==> config.mk <==
export PLATFORM = sky130hd
export DESIGN_NAME = nios2_qsys_oci_dct_trace_buffer
export DESIGN_NICKNAME = d
export VERILOG_FILES = /design/src/rtl/nios2_oci_pkg.sv /design/src/rtl/nios2_oci_trace_fifo.sv /design/src/rtl/nios2_qsys_oci_dct_trace_buffer.sv
export SDC_FILE = /design/constraint.sdc
export NUM_CORES = 1
export LEC_CHECK = 0
export BUFFER_PORTS_ARGS = -buffer_cell sky130_fd_sc_hd__buf_2
export CAP_MARGIN = 20
export CORE_UTILIZATION = 55
export DETAILED_ROUTE_END_ITERATION = 10
export PLACE_DENSITY_LB_ADDON = 0.15
export SYNTH_ARGS = -nofsm -noshare
export SYNTH_HDL_FRONTEND = slang
export SYNTH_SLANG_ARGS = --single-unit
==> constraint.sdc <==
create_clock -name clk -period 5.4 [get_ports clk]
set_input_delay 1.62 -clock clk [delete_from_list [all_inputs] [get_ports clk]]
set_output_delay 1.62 -clock clk [all_outputs]
set_load 0.05 [all_outputs]
==> src/rtl/nios2_oci_pkg.sv <==
// Shared definitions for the Nios II OCI data-capture-trace buffer.
// Holds the FSM encoding, default DCT field widths and a clog2 helper.
package nios2_oci_pkg;

    localparam int DCT_DATA_W = 30;
    localparam int DCT_CNT_W  = 4;

    typedef enum logic [1:0] {
        IDLE    = 2'd0,
        CAPTURE = 2'd1,
        FLUSH   = 2'd2,
        ENDED   = 2'd3
    } state_t;

    function automatic int clog2(input int v);
        int r;
        r = 0;
        for (int i = 0; i < 31; i++) begin
            if ((1 << i) < v) r = i + 1;
        end
        return r;
    endfunction

endpackage

==> src/rtl/nios2_oci_trace_fifo.sv <==
// Circular store of (count, data) pairs with first-word fall-through read.
// When overwrite is set, a write into a full buffer replaces the oldest entry.
module nios2_oci_trace_fifo
    import nios2_oci_pkg::*;
#(
    parameter int DATA_W = DCT_DATA_W,
    parameter int CNT_W  = DCT_CNT_W,
    parameter int DEPTH  = 16
) (
    input  logic                       clk,
    input  logic                       reset,
    input  logic                       wr_en,
    input  logic [DATA_W-1:0]          wr_data,
    input  logic [CNT_W-1:0]           wr_count,
    input  logic                       rd_en,
    input  logic                       overwrite,
    output logic [DATA_W-1:0]          rd_data,
    output logic [CNT_W-1:0]           rd_count,
    output logic [clog2(DEPTH+1)-1:0]  level,
    output logic                       full,
    output logic                       empty
);

    localparam int PTR_W = clog2(DEPTH);
    localparam int LVL_W = clog2(DEPTH + 1);
    localparam int ENT_W = CNT_W + DATA_W;

    logic [ENT_W-1:0] mem [DEPTH];
    logic [PTR_W-1:0] wr_ptr;
    logic [PTR_W-1:0] rd_ptr;
    logic             pop;
    logic             drop;
    logic             push;
    logic             adv;

    assign full  = (level == LVL_W'(DEPTH));
    assign empty = (level == '0);

    // A pop on a full buffer frees the slot the write lands in, so the
    // oldest word is read out before the same slot is rewritten.
    assign pop  = rd_en && !empty;
    assign drop = wr_en && overwrite && full && !pop;
    assign push = wr_en && (!full || pop || drop);
    assign adv  = pop || drop;

    always_ff @(posedge clk) begin
        if (push) mem[wr_ptr] <= {wr_count, wr_data};
    end

    always_ff @(posedge clk) begin
        if (reset) begin
            wr_ptr <= '0;
            rd_ptr <= '0;
            level  <= '0;
        end else begin
            if (push) wr_ptr <= wr_ptr + 1'b1;
            if (adv)  rd_ptr <= rd_ptr + 1'b1;
            unique case ({push, adv})
                2'b10:   level <= level + 1'b1;
                2'b01:   level <= level - 1'b1;
                default: level <= level;
            endcase
        end
    end

    assign {rd_count, rd_data} = empty ? '0 : mem[rd_ptr];

endmodule

==> src/rtl/nios2_qsys_oci_dct_trace_buffer.sv <==
// Capture buffer for the OCI DCT stream: session FSM, write qualification,
// sticky end-of-test flag and saturating overflow counter around the store.
module nios2_qsys_oci_dct_trace_buffer
    import nios2_oci_pkg::*;
#(
    parameter int DATA_W    = DCT_DATA_W,
    parameter int CNT_W     = DCT_CNT_W,
    parameter int DEPTH     = 16,
    parameter int WRAP_MODE = 0,
    parameter int OVF_W     = 16
) (
    input  logic                       clk,
    input  logic                       reset,
    input  logic                       arm,
    input  logic                       dct_valid,
    input  logic [DATA_W-1:0]          dct_buffer,
    input  logic [CNT_W-1:0]           dct_count,
    input  logic                       test_ending,
    input  logic                       test_has_ended,
    output logic [DATA_W-1:0]          rd_data,
    output logic [CNT_W-1:0]           rd_count,
    output logic                       rd_valid,
    input  logic                       rd_ready,
    output logic [clog2(DEPTH+1)-1:0]  level,
    output logic [OVF_W-1:0]           overflow_cnt,
    output logic [1:0]                 state,
    output logic                       done
);

    state_t st;
    logic   ended_q;
    logic   full;
    logic   empty;
    logic   pop;
    logic   wr_ok;
    logic   lost;
    logic   arm_go;

    assign pop    = rd_ready && !empty;
    assign wr_ok  = (st == CAPTURE) && dct_valid && (dct_count != '0);
    assign lost   = wr_ok && full && !pop;
    assign arm_go = arm && ((st == IDLE) || (st == ENDED));

    assign rd_valid = !empty;
    assign state    = st;

    nios2_oci_trace_fifo #(
        .DATA_W (DATA_W),
        .CNT_W  (CNT_W),
        .DEPTH  (DEPTH)
    ) u_fifo (
        .clk       (clk),
        .reset     (reset),
        .wr_en     (wr_ok),
        .wr_data   (dct_buffer),
        .wr_count  (dct_count),
        .rd_en     (rd_ready),
        .overwrite (WRAP_MODE != 0),
        .rd_data   (rd_data),
        .rd_count  (rd_count),
        .level     (level),
        .full      (full),
        .empty     (empty)
    );

    always_ff @(posedge clk) begin
        if (reset) begin
            st           <= IDLE;
            done         <= 1'b0;
            ended_q      <= 1'b0;
            overflow_cnt <= '0;
        end else begin
            if (arm_go)              ended_q <= 1'b0;
            else if (test_has_ended) ended_q <= 1'b1;

            // Both drop and overwrite count as lost words.
            if (arm_go)
                overflow_cnt <= '0;
            else if (lost && (overflow_cnt != '1))
                overflow_cnt <= overflow_cnt + 1'b1;

            unique case (st)
                IDLE: begin
                    if (arm) st <= CAPTURE;
                end
                CAPTURE: begin
                    if (test_ending || test_has_ended) st <= FLUSH;
                end
                FLUSH: begin
                    if ((ended_q || test_has_ended) && empty) begin
                        st   <= ENDED;
                        done <= 1'b1;
                    end
                end
                ENDED: begin
                    if (arm) begin
                        st   <= CAPTURE;
                        done <= 1'b0;
                    end
                end
                default: begin
                    st   <= IDLE;
                    done <= 1'b0;
                end
            endcase
        end
    end

endmodule

=== Yosys cells after proc, flatten, opt, wreduce, memory -nomap -nowiden ===
Memories as Yosys holds them, arrays and structs flattened. A register that Yosys moved wholly into a read port is not among the register bits.
Index checks and enable logic that the tools add are counted.

* Add/subtract/negate cells: 5
* Equal/unequal tests: 11
* Muxes and demuxes: 13
* Reductions and logical operators: 25

{| class="wikitable"
|+ Operators with widths
! operator !! count
|-
| $mux W34 || 1
|-
| $add A16 B1 Y16 const B || 1
|-
| $ne A16 B16 Y1 const B || 1
|-
| $pmux W5 S2 || 1
|-
| $logic_and A1 B1 Y1 || 9
|-
| $add A4 B1 Y4 const B || 2
|-
| $mux W4 || 2
|-
| $eq A2 B2 Y1 const B || 3
|-
| $mux W2 || 3
|-
| $pmux W2 S3 || 1
|-
| $reduce_and A3 Y1 || 2
|-
| $add A5 B1 Y5 const B || 1
|-
| $eq A5 B5 Y1 const B || 1
|-
| $logic_not A5 Y1 || 1
|-
| $sub A5 B1 Y5 const B || 1
|-
| $eq A2 B1 Y1 const B || 2
|-
| $logic_or A1 B1 Y1 || 4
|-
| $mux W1 || 4
|-
| $ne A2 B1 Y1 const B || 2
|-
| $ne A2 B2 Y1 const B || 2
|-
| $reduce_bool A2 Y1 || 2
|-
| $reduce_bool A4 Y1 || 1
|-
| $reduce_or A2 Y1 || 2
|-
| $logic_not A1 Y1 || 3
|-
| 2 further kinds || 2
|}

* Register bits after elaboration: 33
* RAM bits: 544
* Input port bits: 41
* Output and inout port bits: 59
* Word-level logic and storage cells: 62
* Memories kept: 1

{| class="wikitable"
|+ Memories
! name !! words !! width !! rd ports !! clocked after Yosys merged registers in !! write ports !! line !! source
|-
| u_fifo.mem || 16 || 34 || 1 || 1 || 1 || nios2_oci_trace_fifo.sv:28 || <nowiki>logic [ENT_W-1:0] mem [DEPTH];</nowiki>
|}

=== Longest topological paths before layout ===
Gate-level depths: netlist of run 1.

* Depth after elaboration: 7
* Depth in mapped cells: 11
* Depth with buffers taken out: 11

=== By module ===
Synthesis of run 1 repeated with hierarchy kept, for this count alone.

* Cells, all modules: 1,144
* Area, all modules: 23,122.2 um^2

{| class="wikitable"
|+ Modules (own cells, without submodules)
! module !! times used !! cells each !! area an instance (um^2) !! seq. area each (um^2)
|-
| nios2_oci_trace_fifo || 1 || 1,012 || 21,916.0 || 16,676.0
|-
| nios2_qsys_oci_dct_trace_buffer || 1 || 132 || 1,206.2 || 400.4
|}

=== Least setup slack after synthesis of run 1 ===
No wires, ideal clock.

* Path kind: input -> register
* Start: in dct_valid
* End: mem u_fifo.mem[0][0] (netlist bit) (enable)
* Library setup time: 0.467 ns
* Data arrival time: 4.891 ns
* Data required time: 4.933 ns
* Path slack: 0.042 ns
* Stages: 6
* Buffers on the path: 1
* Path through: nand2_1 > or2_2 > clkbuf_1 > nor2_1 > nand2_1 > nor3_1

* Cells in the longest elaborated chain, start to end: 5

{| class="wikitable"
|+ RTL lines
! element !! line !! source
|-
| from (decl) || nios2_qsys_oci_dct_trace_buffer.sv:15 || <nowiki>input logic dct_valid,</nowiki>
|-
| $logic_and A1 B1 Y1 (2 in series) || nios2_qsys_oci_dct_trace_buffer.sv:40 || <nowiki>assign wr_ok = (st == CAPTURE) && dct_valid && (dct_count != '0);</nowiki>
|-
| $logic_and A1 B1 Y1 || nios2_oci_trace_fifo.sv:43 || <nowiki>assign push = wr_en && (!full || pop || drop);</nowiki>
|-
| $mux W1 || nios2_oci_trace_fifo.sv:47 || <nowiki>if (push) mem[wr_ptr] <= {wr_count, wr_data};</nowiki>
|-
| $mux W1 (not written as such) || nios2_oci_trace_fifo.sv:47 ||
|-
| to (decl) || nios2_oci_trace_fifo.sv:28 ||
|}

Every way passes these cells.

=== Worst setup path after layout of run 1 ===
* Start: reg u_fifo.level[0]
* End: out rd_data[17]

* Cells in the longest elaborated chain, start to end: 2

{| class="wikitable"
|+ RTL lines
! element !! line !! source
|-
| from (decl) || nios2_oci_trace_fifo.sv:19 || <nowiki>output logic [clog2(DEPTH+1)-1:0] level,</nowiki>
|-
| from (signal assigned) || nios2_oci_trace_fifo.sv:59 || <nowiki>2'b10: level <= level + 1'b1;</nowiki>
|-
| from (signal assigned) || nios2_oci_trace_fifo.sv:60 || <nowiki>2'b01: level <= level - 1'b1;</nowiki>
|-
| from (signal assigned) || nios2_oci_trace_fifo.sv:61 || <nowiki>default: level <= level;</nowiki>
|-
| $logic_not A5 Y1 || nios2_oci_trace_fifo.sv:37 || <nowiki>assign empty = (level == '0);</nowiki>
|-
| $mux W34 || nios2_oci_trace_fifo.sv:66 || <nowiki>assign {rd_count, rd_data} = empty ? '0 : mem[rd_ptr];</nowiki>
|-
| to (decl) || nios2_qsys_oci_dct_trace_buffer.sv:20 || <nowiki>output logic [DATA_W-1:0] rd_data,</nowiki>
|}

Every way passes these cells.

==> results.tsv, run 1 <==
metric	value	unit
Synth Area in Compound Gates	2.33	%
Layout area overhead	14.2	%
Die ar.	41600	um^2
hold endpoint	ended_q$_SDFFE_PP0P_	
synthesized net count	1123	
largest net degree at the start of global routing	42	
Worst Skew	0.0194	ns
IO Count	100	
Critical R2R Capture	u_fifo.mem[8][18]$_DFFE_PP_	
adder-cell share of the synthesized area	0.758	%
Yosys reg bits	581	
Final min period	4.92	ns
vias in the first global route	11200	
clock buffer depth	3	
Cell Chain, Critical Path	or4_1, or2_2, nand2b_2, o22ai_1, buf_2	
Site Rows	73	
outcome	finished, final reports clean	
Arrival @ worst endpoint	3.30	ns
PostCTS Resize Cnt	0	
Synth area leader	edfxtp_1	
worst hold slack	0.486	ns
antenna cells	0	
Seq/Total Area, Yosys	76.0	%
Mean Syn Cell Area	21.0	um^2
CP required	3.78	ns
H-tree depth	2	
fin nets	1258	
post-DR vias/cell	6.16	
Final Hold Vio Count	0	
Initial Util	56.1	%
post-CTS setup buffers	0	
FFs w/ async S/R, synth	0	%
DRC Markers	0	
Worst R2R Start	state[0]$_SDFFE_PP0P_	
CP endpoint kind	output pin	
CTS buffer count	57	
Setup crit start kind	register	
library cells used by synthesis	49	
CTS tree	built	
Post-synth EDFFs	544	
IR drop worst, VDD	372	uV
max-cap violation count	0	
area share of the largest cell type after synthesis	72.7	%
CP max stage cell	nand2b_2	
DR WL/cell	26.0	um
most common cell in the netlist	edfxtp_1	
Slew Limit Headroom	29.4	%
most instantiated cells after synthesis	edfxtp_1, mux4_2, mux2i_1	
max-slew violations	0	
Skew-Pair Late Insertion Delay	0.61	ns
Die Y-Extent	204	um
max incr delay on CP	0.75	ns
Worst Hold Launch	ended_q$_SDFFE_PP0P_	
Min-Delay Path Class	reg2reg	
setup ws final	0.481	ns
synthesized area	22500	um^2
synth top area cells	edfxtp_1, mux4_2, dfxtp_1, mux2i_1, o22ai_1	
Crit Path Category	reg2out	
initial drt markers	876	
hold_buf cts	0	
Total Routing Usage GR	22.9	%
fmax	203	MHz
WL final	46.1	mm
actual slew at the worst max-slew pin	1.06	ns
XOR/XNOR Fraction of Synth Area	0.468	%
Setup TNS	0	ns
Synth Area in Simple Gates	2.50	%
DR pass1 iterations	5	
width of the chip	204	um
Min-Delay Path Depth	2	
share of cells above drive strength 1	29.9	%
largest family of logic cells by synthesized area	multiplexers	
R2R depth	7	
IO Port Bufs	99	
multiplexer share of the synthesized area	16.8	%
Cell Pwr Density	475	nW/um^2
Setup crit start	u_fifo.level[0]$_SDFFE_PP0P_	
Sink Count	581	
CTS clk-pin slew, worst paths	0.06	ns
Post-Syn Instances	1069	
Post-DRT Antenna Nets	0	
unrepaired setup endpoints after global routing	no	
initial antenna violation count	1	
grt ovf	0	
Placer Congestion	0.730	
root buffer cell	clkbuf_16	
pre-CTS WS	1.00	ns
Top FF cell, synth	edfxtp_1	
Core Region	40000	um^2
first-pass GRT wire length	69.2	mm
final setup violation count	0	
period utilisation layout	91.1	%
DP Wirelength	26.7	mm
FF-to-FF setup slack	2.35	ns
Syn. warnings	0	
DR vias	10900	
crit path max fanout	34	
cell leakage power	8.00	nW
-- routing by layer --
metal / global-route usage (%) / vias up / wire length, um
met4: 6.88 / 0 / 1010
met1: 34.2 / 5811 / 20800
met5: 0 / - / 0
li1: - / 4739 / -
met2: 35.4 / 328 / 21900
met3: 3.64 / 70 / 2320
-- worst max-delay path by stage --
stage / to / slack [ns]
2_1_floorplan: u_fifo.mem[0][0]$_DFFE_PP_ / 0.04
3_3_place_gp: u_fifo.level[4]$_SDFFE_PP0P_ / 1.09
3_5_place_dp: u_fifo.mem[8][20]$_DFFE_PP_ / 1.00
4_1_cts: rd_data[4] / 0.44
5_1_grt: rd_data[5] / 0.32
6_report: rd_data[17] / 0.48
-- layout by cell type (no fill, tap or decap), drive strengths merged, types with 2 or more instances in the layout --
| cell | netlist | final |
|---|---|---|
| edfxtp | 544 | 544 |
| mux4 | 136 | 136 |
| buf | 15 | 131 |
| mux2i | 71 | 71 |
| clkbuf | 40 | 69 |
| nor2 | 38 | 38 |
| dfxtp | 37 | 37 |
| o22ai | 34 | 34 |
| clkinv | 0 | 27 |
| nand2 | 22 | 22 |
| a21oi | 13 | 13 |
| ha | 12 | 12 |
| inv | 10 | 11 |
| nor3 | 9 | 9 |
| nand3 | 8 | 8 |
| xnor2 | 8 | 8 |
| nand4 | 7 | 7 |
| or4 | 6 | 6 |
| o21ai | 5 | 5 |
| or3 | 5 | 5 |
| bufinv | 0 | 5 |
| xor2 | 4 | 4 |
| nand2b | 4 | 4 |
| clkinvlp | 0 | 4 |
| or2 | 3 | 3 |
| a211o | 3 | 3 |
| o31ai | 3 | 3 |
| a21o | 3 | 3 |
| o211ai | 3 | 3 |
| a211oi | 3 | 3 |
| nor4 | 2 | 2 |
| nor3b | 2 | 2 |
| and4 | 2 | 2 |
| o21a | 2 | 2 |
| nor2b | 2 | 2 |
| o41ai | 2 | 2 |
-- registers in the layout (all words and copies together), names as in the netlist, named ones only --
signal         count
u_fifo.rd_ptr      4
state              2
done               1
u_fifo.level       5
u_fifo.mem       544
u_fifo.wr_ptr      4
overflow_cnt      16
ended_q            1
-- per-stage QoR --
step | util (%) | cells | instance area (um^2) | power, W
after floorplan | - | 1069 | 22500 | 0.00767
after global placement | 59.6 | 1670 | 23900 | 0.00849
after detailed placement | 59.6 | 1670 | 23900 | 0.00851
after CTS | 64.1 | 1776 | 25700 | 0.0123
after global routing | 64.1 | 1776 | 25700 | 0.0127
final | 64.1 | 1776 | 25700 | 0.0122
-- power breakdown --
| group | switching [W] | internal [W] | total [W] |
|---|---|---|---|
| Combinational | 0.00201 | 0.00120 | 0.00321 |
| Clock | 0.00163 | 0.00218 | 0.00381 |
| Sequential | 0.000136 | 0.00502 | 0.00516 |
-- area by class of cell --
class / count / area (um^2)
Sequential cell: 581 / 17100
Fill cell: 2745 / 14400
Multi-Input combinational cell: 423 / 5250
Clock buffer: 69 / 1470
Timing Repair Buffer: 131 / 823
Tap cell: 525 / 657
Clock inverter: 37 / 325
Inverter: 10 / 37.5
-- cell families (layout without fill, tap and decap cells) --
logic type      after synthesis  after routing
flops                       581            581
simple gates                113            113
xor+xnor                     12             12
compound gates               78             78
fa+ha+maj                    13             13
buf+inv                      65            247
mux                         207            207
-- worst max-delay path: cells and delay by family, from the launching register on --
family	cells	cell delay [ns]
buffers and inverters	1	0.27
and+or+nand+nor	3	1.82
DFF	1	0.35
AOI/OAI and AO/OA	1	0.22
(Power assumes the default switching activity.)
==> run 2: changes to the inputs <==
CTS_BUF_LIST = sky130_fd_sc_hd__clkbuf_8   (was not set)
==> run 2 against run 1 <==
Compared with the run above:
- design area shrank 0.22%
- register-to-register slack is essentially flat
- cell count grew 3.3%
- first-iteration DRC count grew 1.0%
- highest routed layer unchanged
- utilization shrank 0.14 points
- sequential share of layout area grew 0.15 points
- maximum frequency shrank 0.57%
- total power shrank 2.2%
- wire length grew 0.61%
- clock power shrank 7.1%
- largest cell class unchanged
==> results.tsv, run 2 (same netlist as run 1, synthesis figures left out) <==
metric	value	unit	change
CTS clk-pin slew, worst paths	0.06	ns	about the same
vias in the first global route	11400		+2.1%
Arrival @ worst endpoint	3.33	ns	+0.03 ns
max incr delay on CP	0.76	ns	about the same
sw power	0.00380	W	+0.47%
Placer Congestion	0.730		unchanged
clock buffer depth	3		unchanged
Sink Count	581		unchanged
PostCTS Resize Cnt	0		unchanged
Final min period	4.95	ns	+0.0281 ns
max reg flops	544		unchanged
final setup violation count	0		unchanged
actual slew at the worst max-slew pin	1.07	ns	+0.00901 ns
DR vias	11000		+0.82%
initial antenna violation count	0		-1
CP max stage cell	nand2b_2		
initial drt markers	885		+1.0%
root buffer cell	clkbuf_8		
fmax	202	MHz	-0.57%
CP Buf/Inv Count	1		unchanged
Site Rows	73		unchanged
Setup crit start kind	register		
first-pass GRT wire length	69.5	mm	+0.46%
Design Area, Final	25600	um^2	-0.22%
DR WL/cell	25.3	um	-2.6%
Die ar.	41600	um^2	unchanged
outcome	finished, final reports clean		
Core Region	40000	um^2	unchanged
Initial Util	56.1	%	unchanged
Worst Skew	0.0144	ns	-0.00496 ns
Min-Delay Path Class	reg2reg		
sw frac	31.9	%	+0.84 points
H-tree depth	3		+1
largest net degree at the start of global routing	42		unchanged
sequential power share	43.3	%	+1.0 points
Clk pwr share	29.7	%	-1.6 points
period utilisation layout	91.6	%	+0.52 points
Combinational Power Share	27.0	%	+0.6 points
Post-DP Area	23900	um^2	unchanged
DR pass1 iterations	5		unchanged
Final Hold Vio Count	0		unchanged
Cell Pwr Density	466	nW/um^2	-2.0%
CTS buffer count	91		+60%
Top reg by flops	u_fifo.mem		
most frequent cells in the layout	edfxtp_1, mux4_2, buf_2		
WL final	46.4	mm	+0.61%
Total Routing Usage GR	23.0	%	+0.091 points
Int Power	0.00812	W	-3.4%
Die Y-Extent	204	um	unchanged
DP Wirelength	26.7	mm	unchanged
biggest regs	u_fifo.mem x544, overflow_cnt x16, u_fifo.level x5		
share of cells above drive strength 1	31.3	%	+1.4 points
width of the chip	204	um	unchanged
post-DR vias/cell	6.02		-2.4%
most common cell after layout, fill and taps aside	edfxtp_1		
unrepaired setup endpoints after global routing	no		
max-slew violations	0		unchanged
CP endpoint kind	output pin		
IO Port Bufs	99		unchanged
IR drop worst, VDD	289	uV	-22%
antenna cells	0		unchanged
cell leakage power	8.11	nW	+1.4%
crit path max fanout	34		unchanged
max-cap violation count	0		unchanged
CP required	3.78	ns	about the same
fin nets	1292		+2.7%
Crit Path Category	reg2out		
Post-DRT Antenna Nets	0		unchanged
IO Count	100		unchanged
Slew Limit Headroom	28.6	%	-0.85 points
Layout area overhead	14.0	%	
grt ovf	0		unchanged
DRC Markers	0		unchanged
Cell Chain, Critical Path	or4_1, or2_2, nand2b_2, o22ai_1, buf_2		
CTS tree	built		
delay-heaviest family, CP	simple AND/OR/NAND/NOR gates		
Setup TNS	0	ns	unchanged
post-CTS setup buffers	0		unchanged
Skew-Pair Late Insertion Delay	0.63	ns	+0.02 ns
hold_buf cts	0		unchanged
-- run 2: cell types whose count changed in the layout (fill, tap and decap cells not counted), moves of 2 or more --
cell	delta
clkbuf_8	+93
clkbuf_16	-57
inv_1	+27
clkbuf_1	-12
clkinv_1	+7
clkinv_8	-2
-- run 2: area by class of cell --
type | instances | area, um^2
Sequential cell | 581 | 17100
Multi-Input combinational cell | 423 | 5250
Clock buffer | 93 | 1280
Timing Repair Buffer | 131 | 823
Inverter | 10 | 37.5
Clock inverter | 71 | 459
Fill cell | 2758 | 14400
Tap cell | 525 | 657
-- run 2: per-layer routing --
metal | up-vias | wire, um | part of all wire, % | global-route usage, %
li1 | 4819 | - | - | -
met1 | 5811 | 21100 | 45 | 34.0
met2 | 344 | 22000 | 47 | 34.9
met3 | 64 | 2450 | 5.3 | 4.43
met4 | 0 | 886 | 1.9 | 7.70
met5 | - | 0 | 0 | 0
-- run 2: final timing paths --
check / from / end / slack, ns / depth (start not counted)
worst min-delay path: ended_q$_SDFFE_PP0P_ / ended_q$_SDFFE_PP0P_ / 0.48 / 2
worst max-delay path: u_fifo.level[0]$_SDFFE_PP0P_ / rd_data[21] / 0.45 / 5
worst min register to register: ended_q$_SDFFE_PP0P_ / ended_q$_SDFFE_PP0P_ / 0.48 / 2
worst max register to register: state[0]$_SDFFE_PP0P_ / u_fifo.mem[6][10]$_DFFE_PP_ / 2.35 / 7
-- run 2: stage by stage --
step	power (W)	std cells	util, %	hold slack (ns)	worst slack, ns
after CTS	0.0121	1834	64.0	0.490	0.407
after global placement	0.00849	1670	59.6	0.459	1.09
after detailed placement	0.00851	1670	59.6	0.477	1.00
after floorplan	0.00767	1069	-	0.443	0.0419
after global routing	0.0124	1834	64.0	0.522	0.294
final	0.0119	1834	64.0	0.483	0.453
-- run 2: power groups by stage --
stage               combinational [W]  clock [W]  sequential, W
finish                        0.00322    0.00354        0.00516
floorplan                     0.00244          0        0.00523
CTS                           0.00326    0.00363        0.00517
detailed placement            0.00325          0        0.00526
global placement              0.00323          0        0.00526
global route                  0.00341    0.00383        0.00518
-- run 2: worst reg2reg max path, delay by kind of cell (launching register included) --
family | cells | cell delay (ns)
AND/OR/NAND/NOR | 5 | 1.67
buffers and inverters | 1 | 0.43
adder cells (fa/ha/maj) | 1 | 0.21
flip-flops | 1 | 0.41
